==> src/rtl/id_hazard_controller.sv <==
// id_hazard_controller: load-use interlock, memory freeze and flush control for the decode stage
module id_hazard_controller (
  input  logic        clk,
  input  logic        rst_n,
  input  logic        id_valid,
  input  logic [4:0]  id_rf1,
  input  logic [4:0]  id_rf2,
  input  logic        id_rf1_used,
  input  logic        id_rf2_used,
  input  logic [4:0]  id_rd,
  input  logic        id_regwrite,
  input  logic        id_memread,
  input  logic        flush,
  input  logic        mem_busy,
  output logic        stall_if,
  output logic        bubble_ex,
  output logic        issue,
  output logic [1:0]  state,
  output logic [31:0] pending_mask,
  output logic [15:0] stall_cnt
);
  typedef enum logic [1:0] {RUN = 2'b00, LU_STALL = 2'b01, MEM_WAIT = 2'b10} state_t;
  state_t st;
  logic       ex_v, ex_w, ex_ld, mem_v, mem_w, mem_ld, wb_v, wb_w, wb_ld;
  logic [4:0] ex_rd, mem_rd, wb_rd;
  logic       hazard;
  // A load in EX whose result decode needs cannot be forwarded in time; XZR never conflicts
  always_comb begin
    hazard = id_valid & ex_v & ex_ld & ex_w & (ex_rd != 5'd31) &
             ((id_rf1_used & (id_rf1 == ex_rd)) | (id_rf2_used & (id_rf2 == ex_rd)));
    stall_if  = mem_busy | hazard;
    bubble_ex = hazard & ~mem_busy & ~flush;
    issue     = id_valid & ~stall_if & ~flush;
    state     = st;
  end
  // Registers with in-flight writes; bit 31 is XZR and is never pending
  always_comb begin
    pending_mask = ((ex_v & ex_w) ? (32'd1 << ex_rd) : 32'd0) |
                   ((mem_v & mem_w) ? (32'd1 << mem_rd) : 32'd0) |
                   ((wb_v & wb_w) ? (32'd1 << wb_rd) : 32'd0);
    pending_mask[31] = 1'b0;
  end
  // In-flight slots shift every cycle unless memory freezes the whole pipeline
  always_ff @(posedge clk or negedge rst_n) begin
    if (!rst_n) begin
      {ex_v, ex_w, ex_ld, mem_v, mem_w, mem_ld, wb_v, wb_w, wb_ld} <= '0;
      {ex_rd, mem_rd, wb_rd} <= {3{5'd31}};
    end else if (!mem_busy) begin
      {wb_v, wb_rd, wb_w, wb_ld} <= {mem_v, mem_rd, mem_w, mem_ld};
      {mem_v, mem_rd, mem_w, mem_ld} <= {ex_v & ~flush, ex_rd, ex_w, ex_ld};
      if (issue) {ex_v, ex_rd, ex_w, ex_ld} <= {1'b1, id_rd, id_regwrite, id_memread};
      else ex_v <= 1'b0;
    end
  end
  // Controller state: one-cycle load-use stall, or wait while memory is busy
  always_ff @(posedge clk or negedge rst_n) begin
    if (!rst_n) st <= RUN;
    else case (st)
      RUN:      st <= mem_busy ? MEM_WAIT : (hazard & ~flush) ? LU_STALL : RUN;
      LU_STALL: st <= mem_busy ? MEM_WAIT : RUN;
      MEM_WAIT: st <= mem_busy ? MEM_WAIT : RUN;
      default:  st <= RUN;
    endcase
  end
  // Saturating count of cycles in which fetch was held
  always_ff @(posedge clk or negedge rst_n) begin
    if (!rst_n) stall_cnt <= '0;
    else if (stall_if && stall_cnt != 16'hFFFF) stall_cnt <= stall_cnt + 16'd1;
  end
endmodule

==> config.mk <==
export PLATFORM = sky130hd
export DESIGN_NAME = id_hazard_controller
export DESIGN_NICKNAME = d
export VERILOG_FILES = /design/src/rtl/id_hazard_controller.sv
export SDC_FILE = /design/constraint.sdc
export NUM_CORES = 1
export LEC_CHECK = 0
export CAP_MARGIN = 5
export CORE_UTILIZATION = 30
export CTS_BUF_LIST = sky130_fd_sc_hd__clkbuf_8
export DETAILED_ROUTE_END_ITERATION = 6
export PLACE_DENSITY = 0.61
export SLEW_MARGIN = 0
export SYNTH_ARGS = -nofsm -noshare
export SYNTH_HDL_FRONTEND = slang
export SYNTH_SLANG_ARGS = --single-unit
export TNS_END_PERCENT = 5
==> constraint.sdc <==
create_clock -name clk -period 2.2 [get_ports clk]
set_clock_uncertainty 0.05 [all_clocks]
set_input_delay 0.44 -clock clk [delete_from_list [all_inputs] [get_ports clk]]
set_output_delay 0.44 -clock clk [all_outputs]
set_load 0.1 [all_outputs]
### Word level (Yosys, flattened, before mapping)

Index checks and enable logic that the tools add are counted.

| word-level totals | value |
|---|---|
| bits in registers | 40 |
| bits of input ports | 24 |
| output and inout port bits | 53 |
| word-level logic and storage cells | 57 |

| cells by class | value |
|---|---|
| add/sub/neg operators | 1 |
| equality and inequality tests | 6 |
| shift-type cells | 3 |
| muxes and demuxes | 8 |
| bitwise gates (word level) | 23 |
| reduce and logical (&&, ||, !) cells | 4 |

Operator list:

| cell | number |
|---|---|
| $mux 31 | 3 |
| $shl 1x5->31 const A | 3 |
| $or 31x31->31 | 2 |
| $add 16x1->16 const B | 1 |
| $and 1x1->1 | 16 |
| $ne 16x16->1 const B | 1 |
| $eq 5x5->1 | 2 |
| $ne 5x5->1 const B | 1 |
| $mux 2 | 2 |
| $pmux 2 s2 | 1 |
| $not 1->1 | 3 |
| $eq 2x1->1 const B | 1 |
| $eq 2x2->1 const B | 1 |
| $logic_not 2->1 | 1 |
| $mux 1 | 2 |
| $or 1x1->1 | 2 |
| $reduce_and 2->1 | 1 |
| $reduce_or 2->1 | 1 |
| $logic_and 1x1->1 | 1 |

### Logic depth before layout (Yosys ltp)

Gate-level depths: netlist (run 1).

| logic depth | value |
|---|---|
| word-level depth | 10 |
| depth in mapped cells | 9 |

### Worst setup path before layout (run 1)

Ideal clock, no wire load.

| timing path | value |
|---|---|
| path type | reg-to-output |
| from | reg wb_rd[4] |
| to | out pending_mask[18] |
| arrival | 3.371 ns |
| data required time | 1.710 ns |
| slack | -1.661 ns |
| stages on the path, launching flop included | 4 |
| path buffers | 0 |
| cell sequence | dfstp_2 nor3b_1 nand2_1 o31ai_1 |

| on the way | value |
|---|---|
| word-level cells in the longest chain between the ends | 3 |

Ends and longest elaborated chain:

| item | RTL line | text |
|---|---|---|
| start: declaration | 25 | `logic [4:0] ex_rd, mem_rd, wb_rd;` |
| start signal: assignment | 47 | `{ex_rd, mem_rd, wb_rd} <= {3{5'd31}};` |
| start signal: assignment | 49 | `{wb_v, wb_rd, wb_w, wb_ld} <= {mem_v, mem_rd, mem_w, mem_ld};` |
| $shl 1x5->31 | 40 | `((wb_v & wb_w) ? (32'd1 << wb_rd) : 32'd0);` |
| $mux 31 | 40 |  |
| $or 31x31->31 | 39 | `((mem_v & mem_w) ? (32'd1 << mem_rd) : 32'd0) \|` |
| end: declaration | 19 | `output logic [31:0] pending_mask,` |

Every way passes these cells.

### Final worst setup path (run 1)

| timing path | value |
|---|---|
| from | reg ex_rd[2] |
| to | out bubble_ex |

| on the way | value |
|---|---|
| word-level cells in the longest chain between the ends | 6 |
| elaborated cells on any way between the ends | 10 |
| classes of those cells | 3 x eq/ne; 7 x bitwise |

Ends and longest elaborated chain:

| item | RTL line | text |
|---|---|---|
| start: declaration | 25 |  |
| start signal: assignment | 47 |  |
| start signal: assignment | 51 | `if (issue) {ex_v, ex_rd, ex_w, ex_ld} <= {1'b1, id_rd, id_regwrite, id_memread};` |
| $eq 5x5->1 | 30 | `((id_rf1_used & (id_rf1 == ex_rd)) \| (id_rf2_used & (id_rf2 == ex_rd)));` |
| $and 1x1->1 | 30 |  |
| $or 1x1->1 | 30 |  |
| $and 1x1->1 (*) | 29 | `hazard = id_valid & ex_v & ex_ld & ex_w & (ex_rd != 5'd31) &` |
| $and 1x1->1 (*) (2 in a row) | 32 | `bubble_ex = hazard & ~mem_busy & ~flush;` |
| end: declaration | 16 | `output logic bubble_ex,` |

Mark *: on every way between the ends. The rest lies on a longest branch, timed or not.

==> run summary, run 1 <==
The estimated wirelength of the detail-placed design came out at 6.63 mm. The final count of hold timing violations came out at 0. The kind of capture point of the worst setup path is a primary output.

For this design, the slowest cell found on the critical path is dfstp_2. Measured along the x axis, the die boundary spans 98.4 um. Compared with the post-synthesis result, the final layout area differs by 66.8%. The min-delay analysis places its worst path in the category input port to async pin. The count of pins on the block boundary is 77.

The wire length on met1 is 3.70 mm. The initial cell density of the core came out at 31.5%. Across all register-to-register paths, the minimum setup slack is 0.03 ns. Of the total synthesized cell area, the portion taken by XOR and XNOR cells is 7.49%. The share of layout cells above drive strength 1 is 52.3%. The source-to-sink clock delay at the later pin of the worst-skew pair is 0.30 ns. The total number of vias is 2,721. The DRC violations left came out at 6. In this run the critical register-to-register path is launched from ex_rd[2]. At the worst endpoint, the required time is 1.71 ns. Of the total synthesized cell area, the portion taken by full adders, half adders and majority gates is 1.35%. The register cell area after layout came out at 0.00102 sq mm. The maximum number of pins on one net before global-route repair came out at 34. The post-route worst setup slack is -0.270 ns. The count of distinct cell types in the synthesized netlist came out at 53.

The number of buffers inserted by hold repair at cts is 0. In the post-synthesis netlist, the biggest area contributors are dfrtp_1 (22%), dfstp_2 (14%), nand2_1 (6.2%). The port buffer count is 75. After synthesis the netlist holds a flip-flop and latch count of 40. The total number of cells along the worst setup path came out at 7. Counting every sink on the clock net gives 40. For the worst flop-to-flop path, the logic depth is 9. Averaged over all synthesized cells, the footprint is 9.43 sq um.

The global-route total usage across every layer came out at 18.1%. The final reports fail on design-rule violations, negative setup slack. In this run, the number of DRC markers left after iteration 0 of detailed routing was 104. The number of buffers between clock root and the deepest sink is 2. The uppermost metal layer occupied by signal nets is met4. The flow ran to the end, but the final reports show violations. The relative max-transition margin came out at 53.0%. The highest attainable clock frequency came out at 405 MHz. The share of the cycle needed by the critical path after routing is 112%. The power density over the cells came out at 792 mW/mm^2. The fill cell instance count of the final layout came out at 808. The worst-margin pin slew is 0.704 ns.

The arrival time at the worst endpoint is 1.98 ns. The number of diodes added for antenna fixing is 0. The post-layout total power came out at 3680 uW. The mux contribution to synthesized area came out at 9.96%. The time the final worst path needs with I/O delays and setup is 2.47 ns. Final hold analysis gives a worst-case slack of 0.139 ns. After detailed routing, the met2 layer carries 4.27 mm of wire. The main combinational cell family by area after synthesis is simple AND/OR/NAND/NOR gates. The number of instances in the synthesized netlist is 296.

The number of max-slew violations in the final report came to 0. The number of placement rows is 34. In the layout the commonest cells are buf_4 (65), nand2_1 (39), buf_12 (34). The critical path buffer and inverter count is 2. The full die area came out at 0.00969 sq mm. The signal on the critical path passes through xnor2_2 -> nand4_1 -> o22ai_2 -> nand2_1 -> nor3_2 -> buf_4 -> buf_12. Of the synthesized area, sequential elements account for 36.5%.

The multi-input combinational cell area came out at 0.00191 sq mm. The cell area that synthesis handed to floorplanning was 0.00279 sq mm. The die boundary height came out at 98.4 um. The delay contributed by the slowest stage of the critical path came out at 0.62 ns. The net count after synthesis is 323. The worst voltage drop across the vdd grid is 1070 uV. Cells fill 52.6% of the core in the end. The wire length per cell after detailed routing came out at 16.5 um. The number of clock buffers inserted by TritonCTS is 5. The maximum net fanout on the critical path is 5. The kind of cell with the highest combined delay along the critical path is flip-flops. Setup repair after global routing could not meet its margin everywhere.

The floorplan step defined a core boundary enclosing 0.00885 sq mm. The flip-flop cell with the highest count after synthesis is dfrtp_1. STA classifies the critical path startpoint as a flip-flop. The simple-gate area share of the yosys netlist is 25.2%.

The CTS clock-pin slew for the worst setup and hold paths is 0.09 ns. The length of routed met3 wiring is 533 um. The total number of nets in the final design came out at 439. Routability-driven placement finished with a final weighted congestion of 0.881. The routed wire length is 8.60 mm. In this run the number of H-tree levels came out at 2. The initial antenna violation count came out at 0.

The number of enable flip-flop cells after synthesis came out at 0. For this run the aggregate overflow at the end of global routing stands at 0. The area share of the largest cell type after synthesis is 22.4%.

The via count of the first global-routing pass came out at 2,744. In this run the critical register-to-register path is captured at stall_cnt[6]. Of all cell types, the one taking the most synthesized area is dfrtp_1. The first global-routing pass estimated 14.0 mm of wire. The analysis attributes to cell leakage a power of 0.00191 uW.

The worst setup path category is flip-flop to primary output. The library cell used most frequently in the layout, excluding fill and tap cells, is buf_4. The count of yosys warnings during synthesis is 0. The number of vias per cell after detailed routing came out at 5.22. The total setup violations reported at the end of the flow is 34. The detail route stage leaves a number of antenna-violating nets equal to 0.

Max-cap violations in this run came to 0. The async set-or-reset flop fraction in the synthesized netlist is 100%. The pre-antenna-repair detailed-routing pass consisted of 7 iterations. The synthesized netlist devotes 14.2% of its cell area to compound gates. The master cell of the clock root buffer is clkbuf_8. The CTS tree is done.
## per-stage QoR
stage | instances | instance area (sq um) | setup slack, ns | setup TNS, ns
floorplan | 296 | 2890 | -0.756 | -15.48
global placement | 508 | 4300 | -0.287 | -4.37
detailed placement | 508 | 4300 | -0.309 | -5.47
CTS | 519 | 4530 | -0.294 | -5.82
global route | 521 | 4650 | -0.389 | -8.44
finish | 521 | 4650 | -0.270 | -5.14
## synth_stat cells (all sizes together) (9+ instances only)
library cell	number
a22oi	18
buf	9
clkbuf	9
dfrtp	25
dfstp	15
mux2	22
nand2	47
nand3	13
nor2	19
nor3	17
o21ai	12
xnor2	15
## logic make-up (layout without fill, tap and decap cells)
family	Yosys count	after routing
and+or+nand+nor	132	132
xor gates and xnor gates	23	23
AOI/OAI and AO/OA	53	53
DFF	40	40
muxes	22	22
buffers and inverters	22	139
other	1	1
adders and majority gates	3	3
## where the power goes
part	internal (uW)	switching, uW
combinational	627	1190
sequential	959	296
clock	342	274
total	1930	1760
## what timing repair did
action | CTS | global route
setup buffers | 3 | 2
hold endpoints to repair | 0 | 0
gates cloned | 0 | 0
pin swaps | 7 | 7
endpoints found under the setup margin | 34 | 46
resized for setup | 24 | 26
## flip-flops by register name, indices dropped and copies added, names as in the netlist, 2 cells and up
signal     cells
ex_rd          5
wb_rd          5
mem_rd         5
stall_cnt     16
state          2
## final cells by class
type                       instances  area share, %
multi-input combinational        234           41.0
timing repair buffer             127           31.4
sequential                        40           21.9
tap                              108           2.90
clock buffer                       5           1.48
clock inverter                     3          0.995
inverter                           4          0.323
## how the worst max path moves through the flow
stage,slack [ns],end,from
2_1_floorplan,-0.76,pending_mask[19],ex_rd[4]
3_3_place_gp,-0.29,bubble_ex,id_rf2[2]
3_5_place_dp,-0.31,bubble_ex,id_rf2[2]
4_1_cts,-0.29,bubble_ex,ex_rd[3]
5_1_grt,-0.39,bubble_ex,ex_rd[4]
6_report,-0.27,bubble_ex,ex_rd[2]
## metal layers
layer	track usage (%)	up-vias
met1	23.1	1307
met2	31.1	104
met4	6.08	0
met5	0	-
met3	3.33	11
li1	-	1299
Note: power is estimated with default switching activity, not from simulation.
==> run 2: changes to the inputs <==
==> constraint.sdc (replaced) <==
create_clock -name clk -period 2.2 [get_ports clk]
set_clock_uncertainty 0.05 [all_clocks]
set_input_delay 0.44 -clock clk [delete_from_list [all_inputs] [get_ports clk]]
set_output_delay 0.44 -clock clk [all_outputs]
set_load 0.05 [all_outputs]
==> run 2 against run 1 <==
Against the previous run:
- the flow still finishes with violations (design-rule violations, negative setup slack)
- clock-buffer cell count grew 1
- sequential power is essentially flat
- non-clock buffer count grew 1
- critical path depth shrank 1
- register-to-register slack lost 0.02 ns
- combinational power shrank 18%
- clock power grew 2%
- die area is the same
- fmax grew 3.7%
- global-route usage grew 0.66 points
- sequential share of layout area shrank 0.20 points
==> run summary, run 2 (synthesis results as in run 1) <==
Status: complete, but fails checks (unchanged). Violated checks: design-rule violations, negative setup slack (unchanged). The summed area of non-filler cells in the final layout is 0.00470 sq mm (was 0.00465 sq mm).

The initial cell density of the core was 31.5% (unchanged). The sum of overflow across all layers after global routing came out at 0 (unchanged). The post-detailed-route count of antenna-violating nets came out at 0 (unchanged). The initial antenna violation count came out at 0 (unchanged). The share of layout cells above drive strength 1 is 46.9% (was 52.3%). The master cell of the clock root buffer is clkbuf_8 (unchanged). The CTS tree was done (unchanged). The uppermost metal layer occupied by signal nets is met4 (unchanged).

The leakage power is 0.00188 uW (was 0.00191 uW). The post-layout total power came out at 3380 uW (was 3680 uW). The length of routed met2 wiring is 4.44 mm (was 4.27 mm).

The number of flip-flops in the largest register was 16 (unchanged). The kind of capture point of the worst setup path was a primary output (unchanged). The cell type group with the largest total delay on the critical path is flip-flops (unchanged). The delay contributed by the slowest stage of the critical path was 0.63 ns (was 0.62 ns). The sort of element at the start of the critical path is a flip-flop (unchanged). The final count of hold timing violations is 0 (unchanged). The length of routed met3 wiring is 448 um (was 533 um). The total internal power is 2000 uW (was 1930 uW).

The time the final worst path needs with I/O delays and setup came out at 2.38 ns (was 2.47 ns). The count of pins on the block boundary came out at 77 (unchanged). The number of buffers between clock root and the deepest sink came out at 2 (unchanged). The full die area came to 0.00969 sq mm (unchanged).

The post-route worst setup slack is -0.183 ns (was -0.270 ns). The global-route wire length before repair came to 14.4 mm (was 14.0 mm). The critical path buffer and inverter count came to 1 (was 2).

Most frequent cells in the layout: buf_4 (47), nand2_1 (40), clkdlybuf4s50_1 (40) (was buf_4 (65), nand2_1 (39), buf_12 (34)). The total number of nets in the final design was 440 (was 439). The total number of vias came to 2,723 (was 2,721). The required time of the critical path came to 1.71 ns (about the same).

The most common library cell in the layout ignoring fill and taps is buf_4 (unchanged). The estimated wirelength of the detail-placed design is 6.77 mm (was 6.63 mm). The clock share of power came out at 18.6% (was 16.7%).

The number of max-cap violations came out at 0 (unchanged). The final weighted congestion of routability-driven global placement is 0.863 (was 0.881). The wire length on met1 is 3.78 mm (was 3.70 mm). The via count of the first global-routing pass came out at 2,870 (was 2,744). The worst voltage drop across the vdd grid is 756 uV (was 1070 uV). The share of total power in sequential cells came to 37.5% (was 34.0%). The number of vias per cell after detailed routing came to 5.22 (about the same).

The DRC marker count from the first detailed-route iteration is 100 (was 104). The global-route total usage across every layer came out at 18.8% (was 18.1%). The die extent in x came to 98.4 um (unchanged). The source-to-sink clock delay at the later pin of the worst-skew pair was 0.30 ns (about the same). The cell with the largest stage delay on the worst path is dfstp_2 (unchanged). The arrival time at the worst endpoint is 1.89 ns (was 1.98 ns). RSZ-0062 raised after global routing: yes (unchanged). The switching share of power came out at 40.9% (was 47.7%). The area of placed instances came out at 0.00424 sq mm (was 0.00430 sq mm). The CTS clock-pin slew for the worst setup and hold paths came out at 0.08 ns (was 0.09 ns).

The clock sink total is 40 (unchanged). The final core utilization came to 53.1% (was 52.6%). The wire length per cell after detailed routing is 17.0 um (was 16.5 um). The routed wire length came to 8.87 mm (was 8.60 mm). The worst-margin pin slew came out at 0.526 ns (was 0.704 ns). The maximum net fanout on the critical path is 7 (was 5). The synthesis-to-finish area growth is 68.3% (was 66.8%). Cell Chain, Critical Path: xnor2_1 -> nand4_1 -> o22ai_4 -> nand2_2 -> nor3_4 -> buf_12 (was xnor2_2 -> nand4_1 -> o22ai_2 -> nand2_1 -> nor3_2 -> buf_4 -> buf_12). The highest attainable clock frequency came out at 420 MHz (was 405 MHz). The number of placement rows came out at 34 (unchanged). The DRC violations left is 2 (was 6). The power density over the cells is 720 mW/mm^2 (was 792 mW/mm^2). The total setup violations reported at the end of the flow came out at 31 (was 34).

The setup TNS came out at -2.65 ns (was -5.14 ns). The die boundary height is 98.4 um (unchanged). The core box area came out at 0.00885 sq mm (unchanged). The number of max-slew violations in the final report was 0 (unchanged). The type of the worst min-delay path was flip-flop to flip-flop (was input port to async pin). The number of optimization iterations in the first detailed-route pass came out at 7 (unchanged).

The share of total power in combinational logic came out at 43.9% (was 49.2%). The number of clock buffers inserted by TritonCTS came to 5 (unchanged). The relative max-transition margin came out at 64.8% (was 53.0%). The worst setup path category is flip-flop to primary output (unchanged).

The number of diodes added for antenna fixing came out at 0 (unchanged). The depth of the CTS H-tree is 2 (unchanged). The share of the cycle needed by the critical path after routing is 108% (was 112%). The register name with the most flops is stall_cnt (unchanged). The maximum number of pins on one net before global-route repair is 17 (was 34). The total net switching power came out at 1380 uW (was 1760 uW). The port buffer count came to 75 (unchanged).
[run 2: cell count changes in the layout (fill, tap and decap cells not counted), sizes merged]
cell / previous run / this run
clkinvlp: 1 / 0
clkdlybuf4s50: 21 / 40
dlygate4sd3: 0 / 1
clkinv: 0 / 1
dlygate4sd2: 1 / 0
inv: 5 / 4
buf: 104 / 87
[run 2: area by class of cell]
type	count	area, sq um
timing repair buffer	128	1500
tap	108	135
inverter	4	15.0
sequential	40	1020
clock buffer	6	82.6
multi-input combinational	234	1910
fill	800	4150
clock inverter	2	38.8
[run 2: layer usage]
layer / up-vias / track usage [%]
met5: - / 0
met4: 0 / 6.43
met3: 21 / 4.04
met2: 102 / 33.2
met1: 1309 / 22.7
li1: 1291 / -
[run 2: stage by stage]
step                hold WS, ns  instances  setup slack [ns]
floorplan                0.0944        296            -0.327
global placement          0.298        507            -0.251
detailed placement        0.297        507            -0.245
CTS                       0.444        521            -0.197
global route              0.466        522            -0.308
finish                    0.439        522            -0.183
[run 2: worst register-to-register path, cell delays in order, from the launching register on]
cell	delay, ns
dfstp_2	0.63
xnor2_1	0.14
nand4_1	0.16
o22ai_4	0.19
buf_4	0.15
a21oi_4	0.06
buf_6	0.13
buf_4	0.16
nor4_4	0.28
xor2_1	0.18
[run 2: final timing paths]
kind | start | end | slack, ns | cells past startpoint
max | ex_rd[4] | bubble_ex | -0.18 | 6
min | stall_cnt[14] | stall_cnt[14] | 0.44 | 1
max reg2reg | ex_rd[4] | stall_cnt[6] | 0.01 | 9
min reg2reg | stall_cnt[14] | stall_cnt[14] | 0.44 | 1
max in group asynchronous | rst_n | ex_rd[1] | 1.01 | 3
min in group asynchronous | rst_n | stall_cnt[14] | 0.51 | 2
[run 2: repair_timing]
item / in CTS / in global routing
gates resized for setup: 32 / 36
setup buffers: 5 / 1
hold buffers: 1 / 0
endpoints found under the hold margin: 7 / 0
pin swaps: 5 / 5
cloned: 0 / 0
setup endpoints to repair: 34 / 44
[run 2: power groups by stage]
stage	Combinational, uW	Clock, uW	Sequential, uW
detailed placement	1350	0	1250
CTS	1420	648	1250
floorplan	633	0	1400
global route	1580	675	1300
global placement	1330	0	1250
finish	1490	629	1270
==> variant: new RTL, flow settings as in run 1 <==
Reset style: synchronous (`rst_n`), changed in 3 clocked blocks.
--- a/src/rtl/id_hazard_controller.sv
+++ b/src/rtl/id_hazard_controller.sv
@@ -41,7 +41,7 @@
     pending_mask[31] = 1'b0;
   end
   // In-flight slots shift every cycle unless memory freezes the whole pipeline
-  always_ff @(posedge clk or negedge rst_n) begin
+  always_ff @(posedge clk) begin
     if (!rst_n) begin
       {ex_v, ex_w, ex_ld, mem_v, mem_w, mem_ld, wb_v, wb_w, wb_ld} <= '0;
       {ex_rd, mem_rd, wb_rd} <= {3{5'd31}};
@@ -53,7 +53,7 @@
     end
   end
   // Controller state: one-cycle load-use stall, or wait while memory is busy
-  always_ff @(posedge clk or negedge rst_n) begin
+  always_ff @(posedge clk) begin
     if (!rst_n) st <= RUN;
     else case (st)
       RUN:      st <= mem_busy ? MEM_WAIT : (hazard & ~flush) ? LU_STALL : RUN;
@@ -63,7 +63,7 @@
     endcase
   end
   // Saturating count of cycles in which fetch was held
-  always_ff @(posedge clk or negedge rst_n) begin
+  always_ff @(posedge clk) begin
     if (!rst_n) stall_cnt <= '0;
     else if (stall_if && stall_cnt != 16'hFFFF) stall_cnt <= stall_cnt + 16'd1;
   end
Function: differs if rst_n is asserted again (counterexample within 4 cycles, from zero or initial values and one cycle with rst_n low); with rst_n held inactive, the same outputs for 4 cycles.
==> variant against run 1 <==
The flow finishes with violations (setup timing); worst setup slack improved by 0.23 ns; critical path depth is 1 lower; cell area shrank 2.9%; count of clock-buffer cells in the layout unchanged; critical path type is now in -> out; utilization increased by 1.6 points; die area fell by 6.1%; sequential cell count did not move; final cell count grew 9.4%; area after synthesis decreased by 6.2%; largest cell class unchanged; via count increased by 13%; routed wire length is 6.2% higher; worst hold slack better by 0.28 ns.
Power is not compared: it rests on default switching activity, and its combinational part moved more than twofold at a synthesized area within 25%.
==> variant: results <==
status:
  status: "finished with violations"
  violations: "setup timing"
grt:
  grt_max_degree: 20
  track_usage_pct: 21.37
  grt_pass1_wl_mm: 15.21
worst_setup_path:
  r2r_end: "stall_cnt[5]$_SDFFE_PN0P_"
  crit_slowest_cell: "clkdlybuf4s50_1"
  worstReg2RegStart: "stall_cnt[1]$_SDFFE_PN0P_"
  crit_path_max_incr_delay_ns: 0.46
yosys:
  syn_nets: 381
  yosysUniqueCellTypes: 45
  netlist_top_cells_area: "dfxtp_1 31%, nand2_1 9.8%, mux2i_1 5.7%, a22oi_1 4.0%, a21oi_1 3.8%"
  ys_seq_area_share_pct: 30.59
  synth_compound_area_share_pct: 23.80
  synth_mux_area_share_pct: 5.736
  synthCells: 354
  synth_xor_area_share_pct: 3.681
placed_design:
  pre_cts_ws_ns: -0.3321
  post-place-cells: 559
  dpl_cell_area_um2: 4182
  dp_hpwl_mm: 7.217
route:
  dr.pass1.iters: 4
  drt_iter0_markers: 186
  wl_mm: 9.137
  vias: 3078
layout:
  nets: 492
timing:
  finalWorstSetupSlack_ns: -0.03947
  tns_ns: -0.09626
  setup_viol: 5
## variant: cell types whose count changed in the layout (fill, tap and decap cells not counted), moves of 8 or more
| cell | change |
|---|---|
| dfstp_2 | -15 |
| dfrtp_1 | -25 |
| o21ai_0 | +11 |
| nand2_1 | +19 |
| dfxtp_1 | +19 |
| clkdlybuf4s50_1 | -8 |
| nor2_1 | +8 |
| a21oi_1 | +20 |
| mux2_2 | -13 |
| mux2_4 | -9 |
| or3_1 | +10 |
| dfxtp_2 | +20 |
| mux2i_1 | +15 |
| dlygate4sd2_1 | +9 |
## variant: worst max-delay path by stage
stage	startpoint	to	slack, ns	cells past startpoint
after floorplan	ex_w$_SDFFE_PN0P_	pending_mask[25]	-0.58	4
after global placement	id_rf1[1]	issue	-0.32	9
after detailed placement	id_rf1[1]	bubble_ex	-0.33	7
after CTS	ex_rd[2]$_SDFFE_PN1P_	bubble_ex	-0.11	7
after global routing	ex_rd[2]$_SDFFE_PN1P_	bubble_ex	-0.11	7
final	id_valid	bubble_ex	-0.04	6
## variant: worst max-delay path, delay by kind of cell
kind	cells	cell delay, ns
simple gates	3	0.56
buf+inv	2	0.67
compound gates	1	0.07
## variant: cell type report
class / count / area, um^2 / area share [%]
Clock inverter: 2 / 8.758 / 0.1938
Inverter: 7 / 28.78 / 0.6368
Tap cell: 105 / 131.4 / 2.907
Timing Repair Buffer: 128 / 1458 / 32.25
Multi-Input combinational cell: 283 / 1994 / 44.13
Sequential cell: 40 / 829.5 / 18.36
Clock buffer: 5 / 68.82 / 1.523
## variant: cell families after synthesis
logic type | Yosys count
buf+inv | 31
other cells | 1
simple gates | 161
flops | 40
mux | 15
compound gates | 92
xor+xnor | 11
fa+ha+maj | 3
## variant: repair_timing
item | in CTS | in global routing
buffers inserted | 3 | 1
pin swaps | 14 | 8
endpoints found under the setup margin | 35 | 40
gates cloned | 0 | 0
gates resized for setup | 54 | 27
## variant: through the flow
stage	hold WS, ns	util (%)	power, uW
CTS	0.4162	53.11	1537
finish	0.4139	54.19	1528
global route	0.4378	54.19	1597
detailed placement	0.4028	50.14	1064
floorplan	0.3807	-	946.7
global placement	0.4023	50.14	1060
## variant: per-layer routing
metal | routed length, um | track usage, % | share of wire (%)
met4 | 119 | 4.104 | 1.3
met2 | 4592 | 36.49 | 50
met1 | 4053 | 28.63 | 44
met3 | 372 | 3.030 | 4.1
met5 | 0 | 0 | 0
## variant: where the power goes
group          switching [uW]  internal [uW]
logic                     172            126
registers                26.0            741
clock network             252            211
total                     449           1080
